===== config.mk =====
export PLATFORM = sky130hd
export DESIGN_NAME = dark_channel_3x3
export DESIGN_NICKNAME = d
export VERILOG_FILES = /design/src/rtl/dehaze_pkg.sv /design/src/rtl/pix_chan_min.sv /design/src/rtl/dark_channel_3x3.sv
export SDC_FILE = /design/constraint.sdc
export NUM_CORES = 1
export LEC_CHECK = 0
export BUFFER_PORTS_ARGS = -buffer_cell sky130_fd_sc_hd__buf_2
export CELL_PAD_IN_SITES_DETAIL_PLACEMENT = 0
export CELL_PAD_IN_SITES_GLOBAL_PLACEMENT = 1
export CORE_UTILIZATION = 41
export DETAILED_ROUTE_END_ITERATION = 16
export PLACE_DENSITY_LB_ADDON = 0.1
export SLEW_MARGIN = 0
export SYNTH_ARGS = -nofsm -noshare
export SYNTH_HDL_FRONTEND = slang
export SYNTH_SLANG_ARGS = --single-unit

===== constraint.sdc =====
create_clock -name clk -period 3.7 [get_ports clk]
set_clock_uncertainty 0.15 [all_clocks]
set_input_delay 0.185 -clock clk [delete_from_list [all_inputs] [get_ports clk]]
set_output_delay 0.185 -clock clk [all_outputs]
set_load 0.02 [all_outputs]

===== src/rtl/dehaze_pkg.sv =====
// Shared pixel types and helpers for the dehaze pipeline stages.
package dehaze_pkg;

  localparam int unsigned PIX_W = 24;
  localparam int unsigned CH_W  = 8;
  localparam int unsigned R_MSB = 23;
  localparam int unsigned G_MSB = 15;
  localparam int unsigned B_MSB = 7;

  typedef logic [PIX_W-1:0] pixel_t;
  typedef logic [CH_W-1:0]  chan_t;

  typedef enum logic [0:0] {StIdle, StRun} dc_state_e;

  function automatic chan_t min3(input chan_t a, input chan_t b, input chan_t c);
    chan_t m;
    m = (a < b) ? a : b;
    m = (m < c) ? m : c;
    return m;
  endfunction

endpackage


===== src/rtl/pix_chan_min.sv =====
// Combinational min(R,G,B) of one packed RGB pixel.
module pix_chan_min
  import dehaze_pkg::*;
(
  input  logic [PIX_W-1:0] pix_i,
  output logic [CH_W-1:0]  min_o
);

  always_comb begin
    min_o = min3(pix_i[R_MSB -: CH_W], pix_i[G_MSB -: CH_W], pix_i[B_MSB -: CH_W]);
  end

endmodule


===== src/rtl/dark_channel_3x3.sv =====
// 3x3 dark-channel window over three aligned row taps, with the aligned centre pixel.
module dark_channel_3x3
  import dehaze_pkg::*;
#(
  parameter int unsigned IMG_WIDTH = 512,
  parameter int unsigned OUT_ROWS  = 510
) (
  input  logic             clk,
  input  logic             rst,
  input  logic [PIX_W-1:0] pix_top,
  input  logic [PIX_W-1:0] pix_mid,
  input  logic [PIX_W-1:0] pix_bot,
  input  logic             in_valid,
  output logic [CH_W-1:0]  dark_out,
  output logic [PIX_W-1:0] center_pix,
  output logic             out_valid,
  output logic             frame_done
);

  localparam int unsigned ColW = (IMG_WIDTH > 1) ? $clog2(IMG_WIDTH) : 1;
  localparam int unsigned RowW = (OUT_ROWS > 1) ? $clog2(OUT_ROWS) : 1;
  localparam logic [ColW-1:0] ColLast = ColW'(IMG_WIDTH - 1);
  localparam logic [RowW-1:0] RowLast = RowW'(OUT_ROWS - 1);

  logic [CH_W-1:0] cmin_top, cmin_mid, cmin_bot, colmin;

  pix_chan_min u_min_top (.pix_i(pix_top), .min_o(cmin_top));
  pix_chan_min u_min_mid (.pix_i(pix_mid), .min_o(cmin_mid));
  pix_chan_min u_min_bot (.pix_i(pix_bot), .min_o(cmin_bot));

  logic [CH_W-1:0]  c0_q, c1_q, c2_q, c0_d, c1_d, c2_d;
  logic [PIX_W-1:0] p0_q, p1_q, p0_d, p1_d;
  logic             fire_q, fire_d, last_q, last_d;
  logic [ColW-1:0]  col_cnt_q, col_cnt_d;
  logic [RowW-1:0]  row_cnt_q, row_cnt_d;
  dc_state_e        state_q, state_d;
  logic [CH_W-1:0]  dark_q, dark_d;
  logic [PIX_W-1:0] center_q, center_d;
  logic             out_valid_q, out_valid_d, frame_done_q, frame_done_d;
  logic             col_wrap, frame_end;

  always_comb begin
    colmin    = min3(cmin_top, cmin_mid, cmin_bot);
    col_wrap  = in_valid && (col_cnt_q == ColLast);
    frame_end = col_wrap && (row_cnt_q == RowLast);

    c0_d      = c0_q;
    c1_d      = c1_q;
    c2_d      = c2_q;
    p0_d      = p0_q;
    p1_d      = p1_q;
    col_cnt_d = col_cnt_q;
    row_cnt_d = row_cnt_q;
    state_d   = state_q;
    // Only a window-completing beat arms stage B; idle cycles leave it cleared.
    fire_d    = 1'b0;
    last_d    = frame_end;

    if (in_valid) begin
      c2_d      = c1_q;
      c1_d      = c0_q;
      c0_d      = colmin;
      p1_d      = p0_q;
      p0_d      = pix_mid;
      fire_d    = (col_cnt_q >= ColW'(2));
      col_cnt_d = col_wrap ? '0 : col_cnt_q + ColW'(1);
    end

    if (col_wrap) begin
      row_cnt_d = (row_cnt_q == RowLast) ? '0 : row_cnt_q + RowW'(1);
    end

    unique case (state_q)
      StIdle:  if (in_valid) state_d = StRun;
      StRun:   if (frame_end) state_d = StIdle;
      default: state_d = StIdle;
    endcase

    dark_d       = dark_q;
    center_d     = center_q;
    out_valid_d  = fire_q;
    frame_done_d = last_q;
    if (fire_q) begin
      dark_d   = min3(c0_q, c1_q, c2_q);
      center_d = p1_q;
    end
  end

  always_ff @(posedge clk or negedge rst) begin
    if (!rst) begin
      c0_q         <= '0;
      c1_q         <= '0;
      c2_q         <= '0;
      p0_q         <= '0;
      p1_q         <= '0;
      fire_q       <= 1'b0;
      last_q       <= 1'b0;
      col_cnt_q    <= '0;
      row_cnt_q    <= '0;
      state_q      <= StIdle;
      dark_q       <= '0;
      center_q     <= '0;
      out_valid_q  <= 1'b0;
      frame_done_q <= 1'b0;
    end else begin
      c0_q         <= c0_d;
      c1_q         <= c1_d;
      c2_q         <= c2_d;
      p0_q         <= p0_d;
      p1_q         <= p1_d;
      fire_q       <= fire_d;
      last_q       <= last_d;
      col_cnt_q    <= col_cnt_d;
      row_cnt_q    <= row_cnt_d;
      state_q      <= state_d;
      dark_q       <= dark_d;
      center_q     <= center_d;
      out_valid_q  <= out_valid_d;
      frame_done_q <= frame_done_d;
    end
  end

  assign dark_out   = dark_q;
  assign center_pix = center_q;
  assign out_valid  = out_valid_q;
  assign frame_done = frame_done_q;

endmodule


==> results.md, run 1 <==
* Number of global-route vias before repair at 6707
* Multiplexer share of the synthesized area at 17.9%
* Worst slew pin tran at 1.06 ns
* Largest family of logic cells by synthesized area: multiplexers
* Critical Path Sink Type: flip-flop
* Synth Area in Compound Gates at 14.3%
* Hold WC Path Type: primary input to flip-flop
* Pwr Density at 641 nW/um^2
* FF+latch count, synth at 126
* Vias at 6396
* Finish-stage setup viols at 8
* Leak Pwr at 0.00545 uW
* Cell with the most instances after synthesis: dfrtp_1
* Worst slew margin at 29.5%
* DP HPWL at 14.0 mm
* CTS tree: yes
* Failing checks: DRC, setup timing
* TritonCTS Buffers at 17
* Die Y at 139 um
* Initial antenna violation count at 0
* Yosys cell types at 68
* Async SR Flop Fraction at 100%
* Synth area leader: dfrtp_1
* CP Launch Type: primary input
* Non-Filler Instances at 1252
* Final total power at 7230 uW
* Ys Warns at 0
* Synth top area share at 40.9%
* Pins over their slew limit at 0
* Clock buffer depth at 2
* Worst r2r dst: dark_out[0]
* Design area at 11300 sq um
* Synth Area in Simple Gates at 8.61%
* R2R setup slack at 0.15 ns
* Total die area at 19300 sq um
* FF-to-FF path depth at 15
* Outcome: finished with violations
* VDD IR max at 0.000438 V
* Placed inst area at 9770 sq um
* Routability congestion estimate at 0.856
* Wire per inst at 15.0 um
* Initial DRC count at 175
* Critical path startpoint: pix_top[11]
* Ratio of cells with drive above 1 in the final layout at 50.0%
* Post-synth EDFFs at 0
* Final Hold Vio Count at 0
* XOR/XNOR share of the synthesized area at 0.910%
* Core area at 18200 sq um
* Post-Syn Area per Cell at 10.8 sq um
* IO Count at 109
* Fmax at 166 MHz
* CP max stage delay at 0.39 ns
* Count of input and output buffers at 108
* Clk root buf: clkbuf_16
* Die Wd at 139 um
* Largest net degree at the start of global routing at 74
* Hold_sp: pix_mid[10]
* Commonest register cell after synthesis: dfrtp_1
* Clock sinks at 126
* Placed instance count at 1177
* Worst Hold Endpoint: p0_q[10]
* N_diodes at 0
* Min Tclk post-route at 6.02 ns
* Antenna Nets Post-Route at 0
* Reg area at 3150 sq um
* Synth area leaders: dfrtp_1, mux2_2, ha_1
* CP required at 3.88 ns
* Fillcell total at 1521
* CP max-delay cell: or3_4
* H-tree depth at 4
* Final wirelength at 18.8 mm
* Initial DRT Pass Iterations at 12
* Tot GR Track Use at 20.4%
* Seq/Total Area, Yosys at 40.9%
* Top post-synthesis cells by count: dfrtp_1, mux2_2, inv_1
* Nets at 1161
* Crit-path most repeated cell: a21o_1
* Area occupied by multi-input gates at 4780 sq um
* # DRC at 2
* Hold Path Cell Cnt at 3
* CP arrival at 6.20 ns
* Total of max-cap violations at 0
* Final WS setup at -2.32 ns
* First-pass GRT wire length at 31.6 mm
* Mapped Cells at 710
* Clock Latency Late Sink at 0.42 ns
* Routed vias/inst at 5.11
* Worst r2r src: c0_q[5]
* Fin crit share at 163%
* Initial Utilization at 42.3%
* Post-Synth Adder-Cell Area at 12.2%
* RSZ-0062 raised after global routing: yes
* Total gr overflow at 0
* Crit Path Class: primary input to flip-flop
* Area Growth Syn to Fin at 46.4%
* Core Rows at 49
* Post-synthesis net count at 860
* Cell Area, Synth at 7700 sq um
* Largest fanout on the critical path at 7
* Reg clk slew, reported paths at 0.06 ns
-- sequential cells by signal, indices dropped and copies added (netlist names), 8 cells and up --
register,flops
c0_q,8
col_cnt_q,9
c2_q,8
center_pix,24
row_cnt_q,9
dark_out,8
c1_q,8
p1_q,24
p0_q,24
-- timing repair --
item,CTS,global route
endpoints found under the hold margin,92,0
pin swaps,13,13
cloned,0,1
setup buffers,17,6
hold buffers,21,0
gates resized for setup,58,54
setup endpoints to repair,16,16
-- placed cells by master, fill, tap and decap left out, types with 6 or more instances in the layout --
master / instances
o21ai_0: 33
inv_2: 8
xor2_1: 6
dfrtp_1: 125
mux2i_4: 9
a21oi_1: 7
buf_2: 99
mux2i_2: 6
nand2_1: 48
a22oi_1: 7
mux2_4: 15
a21o_1: 15
mux2i_1: 13
ha_2: 6
buf_6: 15
inv_1: 67
nand2b_1: 7
ha_1: 51
clkbuf_16: 17
nor2_1: 18
o21ai_1: 14
mux2_2: 82
buf_4: 163
nand3_1: 13
nand4_1: 9
dlygate4sd3_1: 21
o21a_1: 9
ha_4: 18
-- cell type report --
class                   instances  area share, %
multi-input cells             485           42.4
well taps                     229           2.54
clock inverters                13           1.03
clock buffers                  18           3.90
inverters                      78           2.71
flip-flops and latches        126           28.0
repair buffers                303           19.4
-- layer usage --
| layer | vias up | track usage [%] | part of all wire (%) |
|---|---|---|---|
| met4 | 0 | 7.37 | 2.0 |
| li1 | 3159 | - | - |
| met2 | 85 | 35.9 | 51 |
| met3 | 31 | 4.42 | 2.6 |
| met1 | 3121 | 24.4 | 44 |
| met5 | - | 0 | 0 |
-- worst max-delay path by stage --
stage | end | cells after the start
after floorplan | c0_q[1] | 30
after global placement | c0_q[1] | 30
after detailed placement | c0_q[5] | 31
after CTS | c0_q[5] | 31
after global routing | c0_q[2] | 32
final | c0_q[3] | 32
-- per-stage QoR --
stage | hold WS, ns | setup WS [ns] | TNS, ns | utilization (%)
2_1_floorplan | -0.261 | -2.45 | -19.38 | -
3_3_place_gp | 0.187 | -2.79 | -22.49 | 53.7
3_5_place_dp | 0.196 | -3.01 | -24.57 | 53.7
4_1_cts | 0.00218 | -2.31 | -18.16 | 60.0
5_1_grt | 0.0141 | -2.55 | -20.03 | 61.9
6_report | 0.0178 | -2.32 | -18.23 | 61.9
-- kinds of logic after synthesis --
group,count (synthesis)
DFF,126
AOI/OAI and AO/OA,145
muxes,125
adders and majority gates,75
and+or+nand+nor,132
buffers and inverters,99
xor gates and xnor gates,8
-- power by group --
part | total, uW | switching, uW | internal [uW]
Combinational | 3790 | 1760 | 2030
Sequential | 1880 | 205 | 1670
Clock | 1560 | 620 | 937
-- worst max-delay path, delay by kind of cell --
family,cells,cell delay (ns)
fa+ha+maj,4,0.88
simple gates,3,0.65
mux,3,0.84
buf+inv,6,0.64
compound gates,16,3.01
(Power assumes the default switching activity.)
==> inputs of run 2 (changes only) <==
--- a/config.mk
+++ b/config.mk
@@ -11,6 +11,7 @@
 export CORE_UTILIZATION = 41
 export DETAILED_ROUTE_END_ITERATION = 16
 export PLACE_DENSITY_LB_ADDON = 0.1
+export RECOVER_POWER = 50
 export SLEW_MARGIN = 0
 export SYNTH_ARGS = -nofsm -noshare
 export SYNTH_HDL_FRONTEND = slang
==> results.md, run 2 (synthesis gave the netlist of run 1 again) <==
* Min Tclk post-route at 6.02 ns (+0.00208 ns)
* Reg clk slew, reported paths at 0.06 ns (about the same)
* Largest net degree at the start of global routing at 74 (unchanged)
* Routed vias/inst at 5.10 (-0.17%)
* Outcome: finished with violations
* CTS tree: yes
* Initial DRC count at 152 (-13%)
* Hold WC Path Type: primary input to flip-flop
* Clock Latency Late Sink at 0.42 ns (about the same)
* Total die area at 19300 sq um (unchanged)
* CP required at 3.88 ns (about the same)
* CP max stage delay at 0.39 ns (about the same)
* Nets at 1161 (unchanged)
* Clock sinks at 126 (unchanged)
* Crit path depth at 32 (unchanged)
* # DRC at 0 (-2)
* Core Rows at 49 (unchanged)
* DP HPWL at 14.0 mm (unchanged)
* Total gr overflow at 0 (unchanged)
* Count of input and output buffers at 108 (unchanged)
* Worst slew margin at -28.9% (-58 points)
* Failing checks: capacitance limit, slew limit, setup timing
* CP max-delay cell: or3_4
* Ratio of cells with drive above 1 in the final layout at 45.7% (-4.3 points)
* Antenna Nets Post-Route at 0 (unchanged)
* Vias at 6385 (-0.17%)
* Clk root buf: clkbuf_16
* Worst slew pin tran at 1.93 ns (+0.875 ns)
* Final Hold Vio Count at 0 (unchanged)
* Post-layout util at 61.5% (-0.43 points)
* CP Launch Type: primary input
* Non-Filler Instances at 1252 (unchanged)
* Tot GR Track Use at 20.4% (unchanged)
* Final WS setup at -2.32 ns (-0.00208 ns)
* Hold Path Cell Cnt at 3 (unchanged)
* Number of global-route vias before repair at 6707 (unchanged)
* Largest fanout on the critical path at 7 (unchanged)
* N_diodes at 0 (unchanged)
* Worst path bufs/invs at 5 (-1)
* Crit-path most repeated cell: a21o_1
* Core area at 18200 sq um (unchanged)
* First-pass GRT wire length at 31.6 mm (unchanged)
* Crit Path Class: primary input to flip-flop
* Die Y at 139 um (unchanged)
* Initial antenna violation count at 0 (unchanged)
* Pwr Density at 642 nW/um^2 (about the same)
* Initial DRT Pass Iterations at 6 (-6)
* Fmax at 166 MHz (about the same)
* Clock buffer depth at 2 (unchanged)
* Commonest non-fill, non-tap cell in the layout: buf_4
* Critical Path Sink Type: flip-flop
* Leak Pwr at 0.00531 uW (-2.5%)
* Wire per inst at 15.0 um (+0.11%)
* Initial Utilization at 42.3% (unchanged)
* IO Count at 109 (unchanged)
* RSZ-0062 raised after global routing: yes
* H-tree depth at 4 (unchanged)
* Delay-heaviest family, CP: compound AO/OA/AOI/OAI gates
* TritonCTS Buffers at 17 (unchanged)
* Pins over their slew limit at 123 (+123)
* Total of max-cap violations at 2 (+2)
* Routability congestion estimate at 0.856 (unchanged)
* Area Growth Syn to Fin at 45.4%
* Die Wd at 139 um (unchanged)
* Finish-stage setup viols at 8 (unchanged)
* FF-to-FF path depth at 15 (unchanged)
* Final wirelength at 18.8 mm (+0.11%)
* VDD IR max at 0.000439 V (+0.20%)
* CP arrival at 6.20 ns (about the same)
* Fin crit share at 163% (about the same)
* Most frequent cells in the layout: buf_4, dfrtp_1, mux2_2, inv_1, buf_2
* Placed instance count at 1177 (unchanged)
## run 2: layer usage
layer	vias up	wire length (um)	GRT usage (%)
met1	3109	8280	24.4
met3	28	534	4.42
li1	3151	-	-
met5	-	0	0
met2	97	9660	35.9
met4	0	352	7.37
## run 2: stage by stage
stage / hold slack [ns] / worst slack (ns) / area (sq um) / power [uW] / setup TNS [ns]
global placement: 0.187 / -2.79 / 9770 / 4920 / -22.49
detailed placement: 0.196 / -3.01 / 9770 / 5010 / -24.57
CTS: 0.00218 / -2.31 / 10900 / 6820 / -18.16
floorplan: -0.261 / -2.45 / 7890 / 3740 / -19.38
finish: 0.0169 / -2.32 / 11200 / 7190 / -18.25
global route: 0.0141 / -2.55 / 11200 / 7690 / -20.29
## run 2: repair_timing
| item | in CTS | in global routing |
|---|---|---|
| gates cloned | 0 | 1 |
| gates resized for setup | 58 | 54 |
| hold endpoints to repair | 92 | 0 |
| setup buffers | 17 | 6 |
| endpoints found under the setup margin | 16 | 16 |
| pin swaps | 13 | 13 |
| hold buffers | 21 | 0 |
## run 2: where the power goes
group / leakage [uW] / internal, uW / switching (uW)
clock: 0.000268 / 937 / 622
combinational: 0.00351 / 1980 / 1760
sequential: 0.00154 / 1680 / 207
total: 0.00531 / 4600 / 2590
## run 2: final timing paths
check,start,to,slack [ns]
hold / removal,pix_mid[11],p0_q[11],0.02
setup reg to reg,c0_q[5],dark_out[3],0.10
min in group asynchronous,rst,dark_out[5],0.63
setup / recovery,pix_top[11],c0_q[3],-2.32
max in group asynchronous,rst,center_pix[0],1.67
hold reg to reg,frame_done_d,frame_done,0.21
## run 2: area by class of cell
| class | count | area (sq um) |
|---|---|---|
| fill | 1543 | 7010 |
| sequential | 126 | 3150 |
| inverter | 78 | 305 |
| multi-input combinational | 485 | 4780 |
| tap | 229 | 287 |
| clock inverter | 13 | 116 |
| timing repair buffer | 303 | 2110 |
| clock buffer | 18 | 439 |
## run 2: worst min-delay path, stage by stage
cell and delay, ns:
buf_2 0.12, buf_4 0.12, mux2_2 0.13
